===== src/rtl/keypad_entry_ctrl.sv =====
// Keypad entry sequencer: buffers up to two BCD digits and commits them to the
// capture register as load_d -> load_u -> rdy. Partial entries are dropped on CLEAR or timeout.
//
//  state    | meaning
//  ---------|---------------------------------------------------------
//  S_IDLE   | no digits buffered
//  S_ONE    | one digit buffered in d1, idle timer running
//  S_TWO    | two digits buffered (d1 = tens, d2 = units), timer running
//  S_WR_D   | load_d + tens on tecla_d being presented
//  S_WR_U   | load_u + units on tecla_d being presented
//  S_COMMIT | rdy being presented; return to S_IDLE next
module keypad_entry_ctrl #(
  parameter logic [3:0]  KEY_ENTER   = 4'hF,
  parameter logic [3:0]  KEY_CLEAR   = 4'hE,
  parameter int unsigned TIMEOUT_CYC = 27_000_000
) (
  input  logic       clk,
  input  logic       rst,
  input  logic       key_valid,
  input  logic [3:0] key_code,
  output logic [3:0] tecla_d,
  output logic       load_d,
  output logic       load_u,
  output logic       rdy,
  output logic       busy,
  output logic [1:0] n_digits,
  output logic       err,
  output logic       timeout
);

  localparam int CNT_W = (TIMEOUT_CYC > 1) ? $clog2(TIMEOUT_CYC) : 1;
  localparam logic [CNT_W-1:0] CNT_LOAD = CNT_W'(TIMEOUT_CYC - 1);

  typedef enum logic [2:0] {
    S_IDLE, S_ONE, S_TWO, S_WR_D, S_WR_U, S_COMMIT
  } state_t;

  state_t           state;
  logic [3:0]       d1, d2;
  logic [CNT_W-1:0] cnt;

  always_ff @(posedge clk) begin
    if (rst) begin
      state    <= S_IDLE;
      d1       <= '0;
      d2       <= '0;
      cnt      <= '0;
      tecla_d  <= '0;
      load_d   <= 1'b0;
      load_u   <= 1'b0;
      rdy      <= 1'b0;
      busy     <= 1'b0;
      n_digits <= '0;
      err      <= 1'b0;
      timeout  <= 1'b0;
    end else begin
      tecla_d <= '0;
      load_d  <= 1'b0;
      load_u  <= 1'b0;
      rdy     <= 1'b0;
      err     <= 1'b0;
      timeout <= 1'b0;
      case (state)
        S_WR_D: begin
          err     <= key_valid;
          state   <= S_WR_U;
          load_u  <= 1'b1;
          tecla_d <= d2;
        end
        S_WR_U: begin
          err   <= key_valid;
          state <= S_COMMIT;
          rdy   <= 1'b1;
        end
        S_COMMIT: begin
          err      <= key_valid;
          state    <= S_IDLE;
          busy     <= 1'b0;
          n_digits <= 2'd0;
          d1       <= '0;
          d2       <= '0;
        end
        default: begin
          if (key_valid) begin
            // any keypress restarts the idle window, accepted or not
            cnt <= (state == S_IDLE) ? '0 : CNT_LOAD;
            if (key_code <= 4'd9) begin
              if (state == S_IDLE) begin
                d1       <= key_code;
                state    <= S_ONE;
                n_digits <= 2'd1;
                cnt      <= CNT_LOAD;
              end else if (state == S_ONE) begin
                d2       <= key_code;
                state    <= S_TWO;
                n_digits <= 2'd2;
              end else begin
                err <= 1'b1;
              end
            end else if (key_code == KEY_ENTER) begin
              if (state == S_IDLE) begin
                err <= 1'b1;
              end else begin
                state    <= S_WR_D;
                busy     <= 1'b1;
                load_d   <= 1'b1;
                n_digits <= 2'd2;
                cnt      <= '0;
                if (state == S_ONE) begin
                  // single digit becomes units with a zero tens
                  d1      <= '0;
                  d2      <= d1;
                  tecla_d <= '0;
                end else begin
                  tecla_d <= d1;
                end
              end
            end else if (key_code == KEY_CLEAR) begin
              state    <= S_IDLE;
              d1       <= '0;
              d2       <= '0;
              n_digits <= 2'd0;
              cnt      <= '0;
            end else begin
              err <= 1'b1;
            end
          end else if (state != S_IDLE) begin
            if (cnt == '0) begin
              state    <= S_IDLE;
              d1       <= '0;
              d2       <= '0;
              n_digits <= 2'd0;
              timeout  <= 1'b1;
            end else begin
              cnt <= cnt - 1'b1;
            end
          end
        end
      endcase
    end
  end

endmodule


===== config.mk =====
export PLATFORM = sky130hd
export DESIGN_NAME = keypad_entry_ctrl
export DESIGN_NICKNAME = d
export VERILOG_FILES = /design/src/rtl/keypad_entry_ctrl.sv
export SDC_FILE = /design/constraint.sdc
export NUM_CORES = 1
export LEC_CHECK = 0
export ABC_CLOCK_PERIOD_IN_PS = 3250
export BUFFER_PORTS_ARGS = -buffer_cell sky130_fd_sc_hd__buf_2
export CAP_MARGIN = 0
export CORE_MARGIN = 10
export CORE_UTILIZATION = 29
export DETAILED_ROUTE_END_ITERATION = 6
export PLACE_DENSITY = 0.46
export SYNTH_ARGS = -nofsm -noshare
export SYNTH_HDL_FRONTEND = slang
export SYNTH_SLANG_ARGS = --single-unit

===== constraint.sdc =====
create_clock -name clk -period 3.25 [get_ports clk]
set_clock_uncertainty 0.05 [all_clocks]
set_input_delay 0.8125 -clock clk [delete_from_list [all_inputs] [get_ports clk]]
set_output_delay 0.8125 -clock clk [all_outputs]
set_load 0.01 [all_outputs]

* After elaboration in Yosys (flattened, before gate mapping)
Cells that the tools add are included.
** Storage, ports and cells
- Register bits after elaboration :: 48
- Output and inout port bits :: 12
- Bits of input ports :: 7
- Logic and storage cells :: 129
** Operators by class
- Order comparisons :: 1
- Add/sub/neg operators :: 1
- Muxes and demuxes :: 69
- Bitwise operators :: 5
- Equality and inequality tests :: 20
- Reductions and logical operators :: 21
** Operators with widths (count)
- 25-bit two-way mux :: 9
- 4-bit two-way mux :: 20
- 3-bit two-way mux :: 9
- 25-bit logical NOT :: 1
- 25-bit by 1-bit subtractor with 25-bit output, second input constant :: 1
- 4-bit one-hot mux with 2 select lines :: 3
- 2-bit two-way mux :: 9
- 1-bit two-way mux :: 16
- 4-bit by 2-bit inequality test with 1-bit output, second input constant :: 3
- 6-bit AND reduction :: 2
- 5-bit AND reduction :: 2
- 5-bit nonzero test :: 2
- 3-bit one-hot mux with 3 select lines :: 1
- 3-bit nonzero test :: 3
- 4-bit equality test, second input constant :: 2
- 4-bit by 3-bit inequality test with 1-bit output, second input constant :: 2
- 8-bit AND reduction :: 1
- 7-bit by 1-bit inequality test with 1-bit output, second input constant :: 1
- 7-bit by 2-bit inequality test with 1-bit output, second input constant :: 1
- 7-bit by 4-bit inequality test with 1-bit output, second input constant :: 1
- 7-bit OR reduction :: 1
- 3-bit equality test, second input constant :: 2
- 2-bit nonzero test :: 3
- 6-bit OR reduction :: 1
- other kinds (15) :: 21

* Longest topological paths before layout
Gate-level depths: netlist (run 1).
- Word-level depth :: 7
- Gate-level depth with buffers :: 9

* Worst setup path before layout (run 1)
Ideal clock, no wire load.
- Path type :: in2reg
- Start point :: input port key_code[2]
- End point :: register state[0]
- Arrival :: 2.252 ns
- Stages :: 7
- Library setup time :: 0.079 ns
- Setup slack :: 0.869 ns
- Required time :: 3.121 ns
- Cells stage by stage :: clkbuf_1 xnor2_1 o21ai_0 o31ai_2 and3_1 or3_1 a211oi_2
** Between the ends
- Longest elaborated chain between the ends :: 5
- Elaborated cells on any way between the ends :: 11
** RTL lines
- start, declared :: line 20 : input logic [3:0] key_code,
- parallel branches: the longest is 5 deep, another holds 4-bit <= comparator
- end signal, assigned :: line 66 : state <= S_WR_U;
- end signal, assigned :: line 90 : state <= S_ONE;
- end signal, assigned :: line 104 : state <= S_WR_D;
- end, declared :: line 38 : state_t state;
Parallel ways; which one is timed is not known.
A chain may end at the register's enable or synchronous reset.

* Worst setup path after layout (run 1)
- Start point :: register cnt[14]
- End point :: register d2[3]
** Between the ends
- Longest elaborated chain between the ends :: 3
** RTL lines
- start, declared :: line 40 : logic [CNT_W-1:0] cnt;
- start signal, assigned :: line 86 : cnt <= (state == S_IDLE) ? '0 : CNT_LOAD;
- start signal, assigned :: line 135 : cnt <= cnt - 1'b1;
- 25-bit logical NOT :: line 128 : if (cnt == '0) begin
- 3-bit nonzero test (no source line)
- 8-bit AND reduction (no source line)
- end signal, assigned :: line 94 : d2 <= key_code;
- end, declared :: line 39 : logic [3:0] d1, d2;
Every way passes these cells.

==> results.ini, run 1 <==
[global_route]
number_of_antenna_violations_at_the_first_check_in_global_routing = 0
groute.usage.overall_pct = 10.83
grt.overflow.total = 0
grt_first_pass_wirelength_um = 11960
first_global_vias = 2416
grt_start_max_net_pins = 35

[die]
ios = 19
die_area_sq_mm = 0.01333
floorplan.initialDensity_pct = 30.01
chipHeight_um = 115.5
placeableCoreArea_sq_mm = 0.008806
die_width_um = 115.5
fp-row-count = 34

[synthesis]
yosys_most_used_dff = dfxtp_1
synth-simple-area-share_pct = 29.17
post_synth_xor_area_fraction_pct = 2.320
area_fraction_in_compound_gates_after_synthesis_pct = 24.43
synthAdderAreaFrac_pct = 0.9470
mean_post_synth_cell_area_sq_um = 7.572
total_number_of_yosys_warnings = 0
mappedNetlistNets = 358
synth.mux.area_fraction_pct = 1.894
async_flop_share_pct = 0
mappedNetlistArea_sq_mm = 0.002643
netlist_instances = 349
synth_seq_cells = 48
largest_family_of_logic_cells_by_synthesized_area = simple AND/OR/NAND/NOR gates
synth_enable_flop_cells = 0
synth_sequential_area_ratio_pct = 36.36
unique_cell_type_count_in_the_yosys_netlist = 53

[setup_path]
worstPathArrival_ns = 2.83
reg2reg_path_depth = 6
timing.critical_path.to = d2[3]$_SDFFE_PP0P_
startpoint = cnt[14]$_SDFFE_PP0P_
r2r_slack_ns = 0.54
worstSetupPathType = reg2reg
crit_required_ns = 3.37
kind_of_end_point_of_the_critical_path = register
critical_path.startpoint_type = register
cell_chain_of_the_critical_path = or4_4, or3_1, o31ai_2, o2111ai_2, mux2i_1, nor2_1
critical_path_peak_fanout = 9
regToRegStartpoint = cnt[14]$_SDFFE_PP0P_
crit_slowest_cell = or4_4
critical_path.reg2reg.endpoint = d2[3]$_SDFFE_PP0P_
cpPeakStageDelay_ns = 0.57

[routing]
dr_total_vias = 2502
routedWlPerCell_um = 15.20
vias_per_cell = 5.335
route.final.wire_length_um = 7129
drt-initial-drc-count = 160
drtAntennaViolNets = 0
drc_errors = 0
first_pass_iters = 4

[sta]
timing_worst_slew_pin_value_ns = 0.7796
unrepaired_setup_endpoints_after_global_routing = false
final_sum_of_negative_setup_slack_ns = 0
finalMaxSlewViolations = 0
post-route-min-period_ns = 2.709
maxSlewHeadroom_pct = 48.03
fmax_mhz = 369.2
hold_viol_final = 0
finalSetupViolations = 0
fin_crit_sh_pct = 83.34

[power]
ir_drop_worst_case_vdd_uv = 312.8
static-leakage-power_nw = 1.121
power_density_over_cell_area_mw_per_mm2 = 708.2

[place]
routabilityCongestion = 0.7904
place.detailed.instances = 461
place_hpwl_um = 4843
io_buffers = 18

[worst_hold_path]
holdPathStages = 2
timing.hold.worst.class = reg2reg

[finish]
antenna_cells_inserted = 0
finish.utilization_pct = 33.45
layoutNonFillerInstCount = 469
filler_cell_count = 938
area_growth_pct = 11.46
ratio_of_cells_with_drive_above_1_in_the_final_layout_pct = 13.30
commonest_cells_after_routing_fill_and_taps_aside = 48 x dfxtp_1, 42 x nor2_1, 41 x o21ai_0, 34 x a21oi_1, 29 x nand2_1
layout.cells.most_common = dfxtp_1
nNetsFinal = 369

[flow_run]
max_cap_viol_count = 0

[clock_network]
h-tree-depth = 2
worst_skew_pair.late_latency_ns = 0.30
cts_max_path_buffers = 2
clock_tree.root_cell = clkbuf_8
clock_pin_slew_reported_for_the_worst_setup_and_hold_paths_after_clock_tree_synthesis_ns = 0.10
post_cts.resized_instances = 0
cts_inserted_buffers = 5
cts_setup_buffers = 0
clkSinkCount = 48
tritoncts_clock_tree = done
cts-hold-fix-buffers = 0

[status]
outcome = completed

==> registers in the layout (all words and copies together), names as in the netlist, 2 cells and up <==
register	cells
n_digits	2
tecla_d	4
d1	4
state	3
d2	4
cnt	25
==> critical path, delay by kind of cell, from the launching register on <==
family	cells	cell delay, ns
AOI/OAI and AO/OA	2	0.81
muxes	1	0.22
and+or+nand+nor	3	1.12
DFF	1	0.38
==> kinds of logic (layout without fill, tap and decap cells) <==
group | after synthesis | count (layout)
and+or+nand+nor | 153 | 153
xor gates and xnor gates | 7 | 7
AOI/OAI and AO/OA | 105 | 105
DFF | 48 | 48
muxes | 5 | 5
adders and majority gates | 2 | 2
buffers and inverters | 29 | 41
==> power by group <==
part | internal [mW] | total (mW) | switching, mW | leakage (nW)
logic | 0.336 | 0.878 | 0.542 | 0.675
clock network | 0.228 | 0.440 | 0.211 | 0.0541
registers | 0.675 | 0.769 | 0.0939 | 0.391
==> synth_stat cells (2+ instances only) <==
cell	instances	area [sq um]
or3_1	4	25.02
nand3_1	14	70.07
and3_1	8	50.05
nand2b_1	9	56.30
nor2b_1	4	25.02
xnor2_1	4	35.03
o21ai_0	41	205.2
nand4_1	5	31.28
a21oi_1	34	170.2
ha_1	2	25.02
and2_1	2	12.51
nor3b_1	4	30.03
inv_1	6	22.52
a21o_1	3	22.52
nor4_1	10	62.56
nand2_1	29	108.9
clkbuf_1	17	63.81
mux2i_1	5	50.05
o32ai_1	2	17.52
a211oi_1	4	30.03
a31o_2	3	26.28
a21boi_2	2	22.52
dfxtp_1	48	960.9
nor2_1	42	157.7
buf_6	2	22.52
xor2_1	3	26.28
nor3_1	15	75.07
buf_1	2	7.510
==> per-layer routing <==
metal  global-route usage, %  vias to the layer above  wire (um)  share of wire (%)
li1                        -                     1274          -                  -
met1                   14.43                     1180       3624                 51
met2                   17.73                       46       3235                 45
met3                   1.912                        2        241                3.4
met4                   2.618                        0         29               0.41
met5                       0                        -          0                  0
==> cell type report <==
cell class | count | area, sq um | area share (%)
clock buffer | 5 | 68.82 | 2.336
multi-input combinational | 272 | 1558 | 52.89
timing repair buffer | 27 | 157.7 | 5.353
clock inverter | 3 | 42.54 | 1.444
sequential | 48 | 960.9 | 32.63
tap | 108 | 135.1 | 4.588
inverter | 6 | 22.52 | 0.7647
==> per-stage QoR <==
stage          instance area, sq um  worst slack (ns)  hold slack (ns)  total power, mW
3_3_place_gp                   2834            0.4984           0.4108            1.655
2_1_floorplan                  2643            0.8687           0.3816            1.442
5_1_grt                        2945            0.3716           0.4235            2.256
3_5_place_dp                   2834            0.3693           0.4114            1.652
6_report                       2945            0.5414           0.4188            2.086
4_1_cts                        2945            0.5358           0.4249            2.102
==> how the worst min path moves through the flow <==
stage / startpoint / to / slack, ns
after global routing: d2[3]$_SDFFE_PP0P_ / tecla_d[3]$_SDFF_PP0_ / 0.42
after detailed placement: d2[0]$_SDFFE_PP0P_ / tecla_d[0]$_SDFF_PP0_ / 0.41
final: d2[3]$_SDFFE_PP0P_ / tecla_d[3]$_SDFF_PP0_ / 0.42
after global placement: d2[3]$_SDFFE_PP0P_ / tecla_d[3]$_SDFF_PP0_ / 0.41
after floorplan: d2[0]$_SDFFE_PP0P_ / tecla_d[0]$_SDFF_PP0_ / 0.38
after CTS: d2[3]$_SDFFE_PP0P_ / tecla_d[3]$_SDFF_PP0_ / 0.42
Note: power is estimated with default switching activity, not from simulation.
==> run 2: changes to the inputs <==
--- a/config.mk
+++ b/config.mk
@@ -5,13 +5,13 @@
 export SDC_FILE = /design/constraint.sdc
 export NUM_CORES = 1
 export LEC_CHECK = 0
-export ABC_CLOCK_PERIOD_IN_PS = 3250
+export ABC_CLOCK_PERIOD_IN_PS = 2200
 export BUFFER_PORTS_ARGS = -buffer_cell sky130_fd_sc_hd__buf_2
 export CAP_MARGIN = 0
 export CORE_MARGIN = 10
 export CORE_UTILIZATION = 29
 export DETAILED_ROUTE_END_ITERATION = 6
-export PLACE_DENSITY = 0.46
+export PLACE_DENSITY = 0.48
 export SYNTH_ARGS = -nofsm -noshare
 export SYNTH_HDL_FRONTEND = slang
 export SYNTH_SLANG_ARGS = --single-unit
==> constraint.sdc (replaced) <==
create_clock -name clk -period 2.2 [get_ports clk]
set_clock_uncertainty 0.05 [all_clocks]
set_input_delay 0.55 -clock clk [delete_from_list [all_inputs] [get_ports clk]]
set_output_delay 0.55 -clock clk [all_outputs]
set_load 0.01 [all_outputs]
==> run 2 against run 1 <==
Against the previous run:
- the flow now finishes with violations (negative setup slack)
- sequential share of layout area decreased by 4.5 points
- worst setup slack worse by 0.64 ns
- first-iteration DRC count increased by 7.5%
- die area unchanged
- hold slack better by 0.0015 ns
- power is 69% higher
- global-route usage increased by 0.76 points
- sequential power is 43% higher
- routed wire length is 11% higher
- largest power group unchanged
==> results.ini, run 2 (synthesized netlist as in run 1, its figures left out) <==
[status]
outcome = finished, violations left
failed_checks = negative setup slack

[sta]
hold_viol_final = 0  ; unchanged
unrepaired_setup_endpoints_after_global_routing = true
fin_crit_sh_pct = 104.7  ; +21 points
post-route-min-period_ns = 2.302  ; -0.4063 ns
final.setup.worst_slack_ns = -0.1023  ; -0.6437 ns
finalSetupViolations = 12  ; +12
fmax_mhz = 434.3  ; +18%
final_sum_of_negative_setup_slack_ns = -0.3540  ; -0.3540 ns
finalMaxSlewViolations = 0  ; unchanged
whs_ns = 0.4203  ; +0.001483 ns
maxSlewHeadroom_pct = 73.52  ; +25 points
timing_worst_slew_pin_value_ns = 0.3972  ; -0.3824 ns

[worst_hold_path]
holdPathStages = 2  ; unchanged
timing.hold.worst.class = reg2reg

[finish]
nNetsFinal = 417  ; +13%
area_growth_pct = 29.69
ratio_of_cells_with_drive_above_1_in_the_final_layout_pct = 26.89  ; +14 points
largest_register = cnt
filler_cell_count = 922  ; -1.7%
layout.cells.most_common = buf_4
antenna_cells_inserted = 0  ; unchanged
commonest_cells_after_routing_fill_and_taps_aside = 53 x buf_4, 47 x dfxtp_1, 41 x nor2_1, 39 x o21ai_0, 33 x a21oi_1
largest_register_ffs = 25  ; unchanged
seq_area_sq_um = 962.2  ; +0.13%
multi_input_comb_area_sq_mm = 0.001673  ; +7.4%

[die]
die_width_um = 115.5  ; unchanged
fp-row-count = 34  ; unchanged
floorplan.initialDensity_pct = 30.01  ; unchanged
die_area_sq_mm = 0.01333  ; unchanged
placeableCoreArea_sq_mm = 0.008806  ; unchanged
ios = 19  ; unchanged
chipHeight_um = 115.5  ; unchanged

[place]
io_buffers = 18  ; unchanged
routabilityCongestion = 0.8666  ; +9.6%
place_hpwl_um = 5625  ; +16%

[setup_path]
critical_path_peak_fanout = 6  ; -3
worstPathArrival_ns = 2.48  ; -0.35 ns
crit_required_ns = 2.38  ; -0.99 ns
worstSetupPathType = reg2reg
kind_of_end_point_of_the_critical_path = register
critical_path.startpoint_type = register
reg2reg_path_depth = 6  ; unchanged

[global_route]
grt_start_max_net_pins = 23  ; -34%
first_global_vias = 2548  ; +5.5%
number_of_antenna_violations_at_the_first_check_in_global_routing = 0  ; unchanged
grt_first_pass_wirelength_um = 12690  ; +6.1%
groute.usage.overall_pct = 11.59  ; +0.76 points
grt.overflow.total = 0  ; unchanged

[routing]
vias_per_cell = 5.267  ; -1.3%
detailroute.wirelength.met2_um = 3729  ; +15%
wl_met1_um = 3673  ; +1.4%
wl_met3_um = 354  ; +47%
route.final.wire_length_um = 7906  ; +11%
drt-initial-drc-count = 172  ; +7.5%
topRoutingLayerUsed = met4
drc_errors = 0  ; unchanged
routedWlPerCell_um = 15.29  ; +0.60%
dr_total_vias = 2723  ; +8.8%
drtAntennaViolNets = 0  ; unchanged
first_pass_iters = 5  ; +1

[clock_network]
h-tree-depth = 2  ; unchanged
cts_inserted_buffers = 5  ; unchanged
cts-hold-fix-buffers = 0  ; unchanged
tritoncts_clock_tree = done
clkSinkCount = 48  ; unchanged
worst_skew_pair.late_latency_ns = 0.31  ; about the same
clock_tree.root_cell = clkbuf_8
cts_max_path_buffers = 2  ; unchanged
clock_pin_slew_reported_for_the_worst_setup_and_hold_paths_after_clock_tree_synthesis_ns = 0.10  ; about the same

[power]
power_density_over_cell_area_mw_per_mm2 = 1028  ; +45%
p_switching_mw = 1.423  ; +68%
share_seq_of_total_power_pct = 31.1  ; -5.8 points
combPwrFrac_pct = 53.3  ; +11 points
finalPower_mw = 3.523  ; +69%
clock_power_share_pct = 15.5  ; -5.6 points
static-leakage-power_nw = 1.362  ; +22%
ir_drop_worst_case_vdd_uv = 527.5  ; +69%
power.switching_fraction_pct = 40.40  ; -0.21 points
cell_internal_power_mw = 2.100  ; +69%

[flow_run]
max_cap_viol_count = 0  ; unchanged

[run 2: cell count changes in the layout (fill, tap and decap cells not counted), moves of 2 or more]
| cell | previous run | this run |
|---|---|---|
| buf_4 | 9 | 53 |
| buf_6 | 0 | 3 |
| nor4_1 | 10 | 6 |
| nor4_2 | 0 | 4 |
| o21ai_0 | 41 | 39 |
| o21ai_1 | 1 | 3 |
| o31ai_2 | 2 | 0 |
| o31ai_4 | 0 | 2 |
[run 2: path summary, 6_finish.rpt]
check	startpoint	end	slack, ns
worst max register to register	cnt[17]$_SDFFE_PP0P_	cnt[23]$_SDFFE_PP0P_	-0.10
worst min register to register	d2[1]$_SDFFE_PP0P_	tecla_d[1]$_SDFF_PP0_	0.42
worst max-delay path	cnt[17]$_SDFFE_PP0P_	cnt[23]$_SDFFE_PP0P_	-0.10
worst min-delay path	d2[1]$_SDFFE_PP0P_	tecla_d[1]$_SDFF_PP0_	0.42
[run 2: layer usage]
layer  GRT usage, %  vias up
met1          15.11     1276
met5              0        -
met2          18.69       64
met3          2.326       13
met4          3.885        0
li1               -     1370
[run 2: timing repair]
action	CTS	global route
gates resized for setup	9	16
setup buffers	0	9
endpoints found under the setup margin	38	32
gates cloned	0	1
pin swaps	4	5
[run 2: cell type report]
| type | count | area share (%) |
|---|---|---|
| repair buffers | 75 | 15.81 |
| clock inverters | 3 | 0.6937 |
| clock buffers | 5 | 2.008 |
| multi-input cells | 272 | 48.81 |
| flip-flops and latches | 48 | 28.08 |
| well taps | 108 | 3.943 |
| inverters | 6 | 0.6572 |
[run 2: power by group through the flow]
stage / clock network (mW) / registers, mW / logic, mW
finish: 0.547 / 1.10 / 1.88
global route: 0.596 / 1.12 / 2.08
CTS: 0.569 / 1.09 / 1.70
detailed placement: 0 / 1.11 / 1.63
global placement: 0 / 1.11 / 1.63
floorplan: 0 / 1.11 / 1.03
[run 2: stage by stage]
stage	setup WS [ns]	utilization (%)	std cells	area, sq um
2_1_floorplan	-0.1646	-	349	2645
3_3_place_gp	-0.1531	35.58	499	3133
3_5_place_dp	-0.2019	35.58	499	3133
4_1_cts	-0.09432	37.27	507	3282
5_1_grt	-0.1638	38.92	517	3427
6_report	-0.1023	38.92	517	3427
[run 2: critical path, stage by stage, from the launching register on]
cell and delay (ns):
dfxtp_1 0.32, or4_4 0.53, or3_4 0.40, or3b_4 0.39
and4bb_1 0.30, a21oi_2 0.07, o32ai_2 0.18
==> run 3: changes to the inputs <==
--- a/config.mk
+++ b/config.mk
@@ -12,6 +12,7 @@
 export CORE_UTILIZATION = 29
 export DETAILED_ROUTE_END_ITERATION = 6
 export PLACE_DENSITY = 0.48
+export SETUP_SLACK_MARGIN = 0.05
 export SYNTH_ARGS = -nofsm -noshare
 export SYNTH_HDL_FRONTEND = slang
 export SYNTH_SLANG_ARGS = --single-unit
==> run 3 against run 2 <==
Against the previous run:
- the flow still finishes with violations (negative setup slack)
- routed wire length decreased by 0.99%
- critical path depth unchanged
- final cell count decreased by 1.9%
- flip-flop and latch count unchanged
- non-clock buffer count decreased by 9
- fmax decreased by 0.10%
- critical endpoint unchanged
- largest cell class unchanged
- largest power group unchanged
==> results.ini, run 3 (synthesized netlist as in run 1, its figures left out) <==
[place]
place.detailed.instances = 492  ; -1.4%
dp_worst_setup_slack_ns = -0.2292  ; -0.02734 ns
routabilityCongestion = 0.8901  ; +2.7%
detailed_place.area_sq_mm = 0.003093  ; -1.3%
io_buffers = 18  ; unchanged
place_hpwl_um = 5529  ; -1.7%

[finish]
commonest_cells_after_routing_fill_and_taps_aside = 47 x dfxtp_1, 41 x nor2_1, 41 x buf_4, 34 x a21oi_1, 34 x o21ai_0
final_area_sq_mm = 0.003398  ; -0.84%
filler_cell_count = 938  ; +1.7%
layout.cells.most_common = dfxtp_1
largest_register_ffs = 25  ; unchanged
ratio_of_cells_with_drive_above_1_in_the_final_layout_pct = 24.81  ; -2.1 points
antenna_cells_inserted = 0  ; unchanged
layoutNonFillerInstCount = 507  ; -1.9%
area_growth_pct = 28.60
seq_area_sq_um = 962.2  ; unchanged
multi_input_comb_area_sq_mm = 0.001685  ; +0.75%
largest_register = cnt
nNetsFinal = 408  ; -2.2%

[worst_hold_path]
timing.hold.worst.class = reg2reg
min_from = d2[3]$_SDFFE_PP0P_

[setup_path]
critical_path.n_buffers_inverters = 0  ; unchanged
startpoint = cnt[17]$_SDFFE_PP0P_
cpPeakStageDelay_ns = 0.53  ; about the same
kind_of_end_point_of_the_critical_path = register
worstSetupPathType = reg2reg
worstPathArrival_ns = 2.48  ; about the same
crit_required_ns = 2.37  ; about the same
critical_path.startpoint_type = register
critical_path_peak_fanout = 6  ; unchanged
worst_path_dominant_cell_family = simple AND/OR/NAND/NOR gates
crit_slowest_cell = or4_4
cell_chain_of_the_critical_path = or4_4, or3_4, or3b_4, and4bb_1, a21oi_1, o32ai_2
regToRegStartpoint = cnt[17]$_SDFFE_PP0P_

[routing]
wl_met1_um = 3652  ; -0.57%
drt-initial-drc-count = 153  ; -11%
wl_met3_um = 398  ; +12%
route.final.wire_length_um = 7828  ; -0.99%
drc_errors = 0  ; unchanged
drtAntennaViolNets = 0  ; unchanged
first_pass_iters = 5  ; unchanged
detailroute.wirelength.met2_um = 3720  ; -0.24%
routedWlPerCell_um = 15.44  ; +0.97%
vias_per_cell = 5.258  ; -0.16%
dr_total_vias = 2666  ; -2.1%
topRoutingLayerUsed = met4

[sta]
maxSlewHeadroom_pct = 69.01  ; -4.5 points
whs_ns = 0.4246  ; +0.004273 ns
finalSetupViolations = 11  ; -1
fin_crit_sh_pct = 104.8  ; +0.11 points
unrepaired_setup_endpoints_after_global_routing = true
timing_worst_slew_pin_value_ns = 0.4648  ; +0.06762 ns
finalMaxSlewViolations = 0  ; unchanged
fmax_mhz = 433.9  ; -0.10%
hold_viol_final = 0  ; unchanged
post-route-min-period_ns = 2.305  ; +0.002367 ns
final.setup.worst_slack_ns = -0.1047  ; -0.002367 ns

[status]
outcome = finished, violations left
failed_checks = negative setup slack

[power]
finalPower_mw = 3.563  ; +1.2%
static-leakage-power_nw = 1.339  ; -1.7%
ir_drop_worst_case_vdd_uv = 457.0  ; -13%
power_density_over_cell_area_mw_per_mm2 = 1049  ; +2.0%

[die]
chipHeight_um = 115.5  ; unchanged
die_width_um = 115.5  ; unchanged
ios = 19  ; unchanged
floorplan.initialDensity_pct = 30.01  ; unchanged
fp-row-count = 34  ; unchanged
die_area_sq_mm = 0.01333  ; unchanged
placeableCoreArea_sq_mm = 0.008806  ; unchanged

[global_route]
number_of_antenna_violations_at_the_first_check_in_global_routing = 0  ; unchanged
grt_first_pass_wirelength_um = 13110  ; +3.3%
groute.usage.overall_pct = 11.86  ; +0.27 points
first_global_vias = 2606  ; +2.3%
grt_start_max_net_pins = 35  ; +52%
grt.overflow.total = 0  ; unchanged

[clock_network]
h-tree-depth = 2  ; unchanged
cts_inserted_buffers = 5  ; unchanged
clkSinkCount = 48  ; unchanged
clock_pin_slew_reported_for_the_worst_setup_and_hold_paths_after_clock_tree_synthesis_ns = 0.09  ; about the same
cts_max_path_buffers = 2  ; unchanged
tritoncts_clock_tree = done
clock_tree.root_cell = clkbuf_8
cts-hold-fix-buffers = 0  ; unchanged
worst_skew_pair.late_latency_ns = 0.31  ; about the same

[flow_run]
max_cap_viol_count = 0  ; unchanged

[run 3: repair_timing]
action,CTS,global route
pin swaps,10,8
gates cloned,1,0
gates resized for setup,19,8
setup buffers,3,4
setup endpoints to repair,38,38
[run 3: path summary, 6_finish.rpt]
kind                            depth (start not counted)  slack (ns)                    end
worst max-delay path                                    6       -0.10   cnt[23]$_SDFFE_PP0P_
worst min-delay path                                    2        0.42  tecla_d[3]$_SDFF_PP0_
worst min register to register                          2        0.42  tecla_d[3]$_SDFF_PP0_
worst max register to register                          6       -0.10   cnt[23]$_SDFFE_PP0P_
[run 3: routing by layer]
| layer | vias to the layer above | GRT usage, % |
|---|---|---|
| li1 | 1351 | - |
| met4 | 0 | 3.547 |
| met1 | 1244 | 15.55 |
| met3 | 6 | 2.429 |
| met5 | - | 0 |
| met2 | 65 | 19.15 |
[run 3: area by class of cell]
cell class                      instances  area share (%)
Inverter                                6          0.6627
Clock buffer                            6           2.135
Sequential cell                        48           28.31
Multi-Input combinational cell        272           49.60
Timing Repair Buffer                   66           15.17
Tap cell                              108           3.976
Clock inverter                          1          0.1473
[run 3: worst min-delay path: stages (launching register included)]
cell,delay (ns)
dfxtp_1,0.33
nand2_1,0.06
a21oi_1,0.05
[run 3: through the flow]
stage | setup TNS, ns | utilization (%)
6_report | -0.6772 | 38.59
3_3_place_gp | -4.826 | 35.12
2_1_floorplan | -2.133 | -
4_1_cts | -0.6020 | 37.84
5_1_grt | -2.968 | 38.59
3_5_place_dp | -5.626 | 35.12
[run 3: report_power, final]
group	total, mW	internal [mW]	switching (mW)	leakage [nW]
registers	1.13	0.998	0.133	0.392
logic	1.92	0.922	0.993	0.906
clock network	0.518	0.217	0.300	0.0410
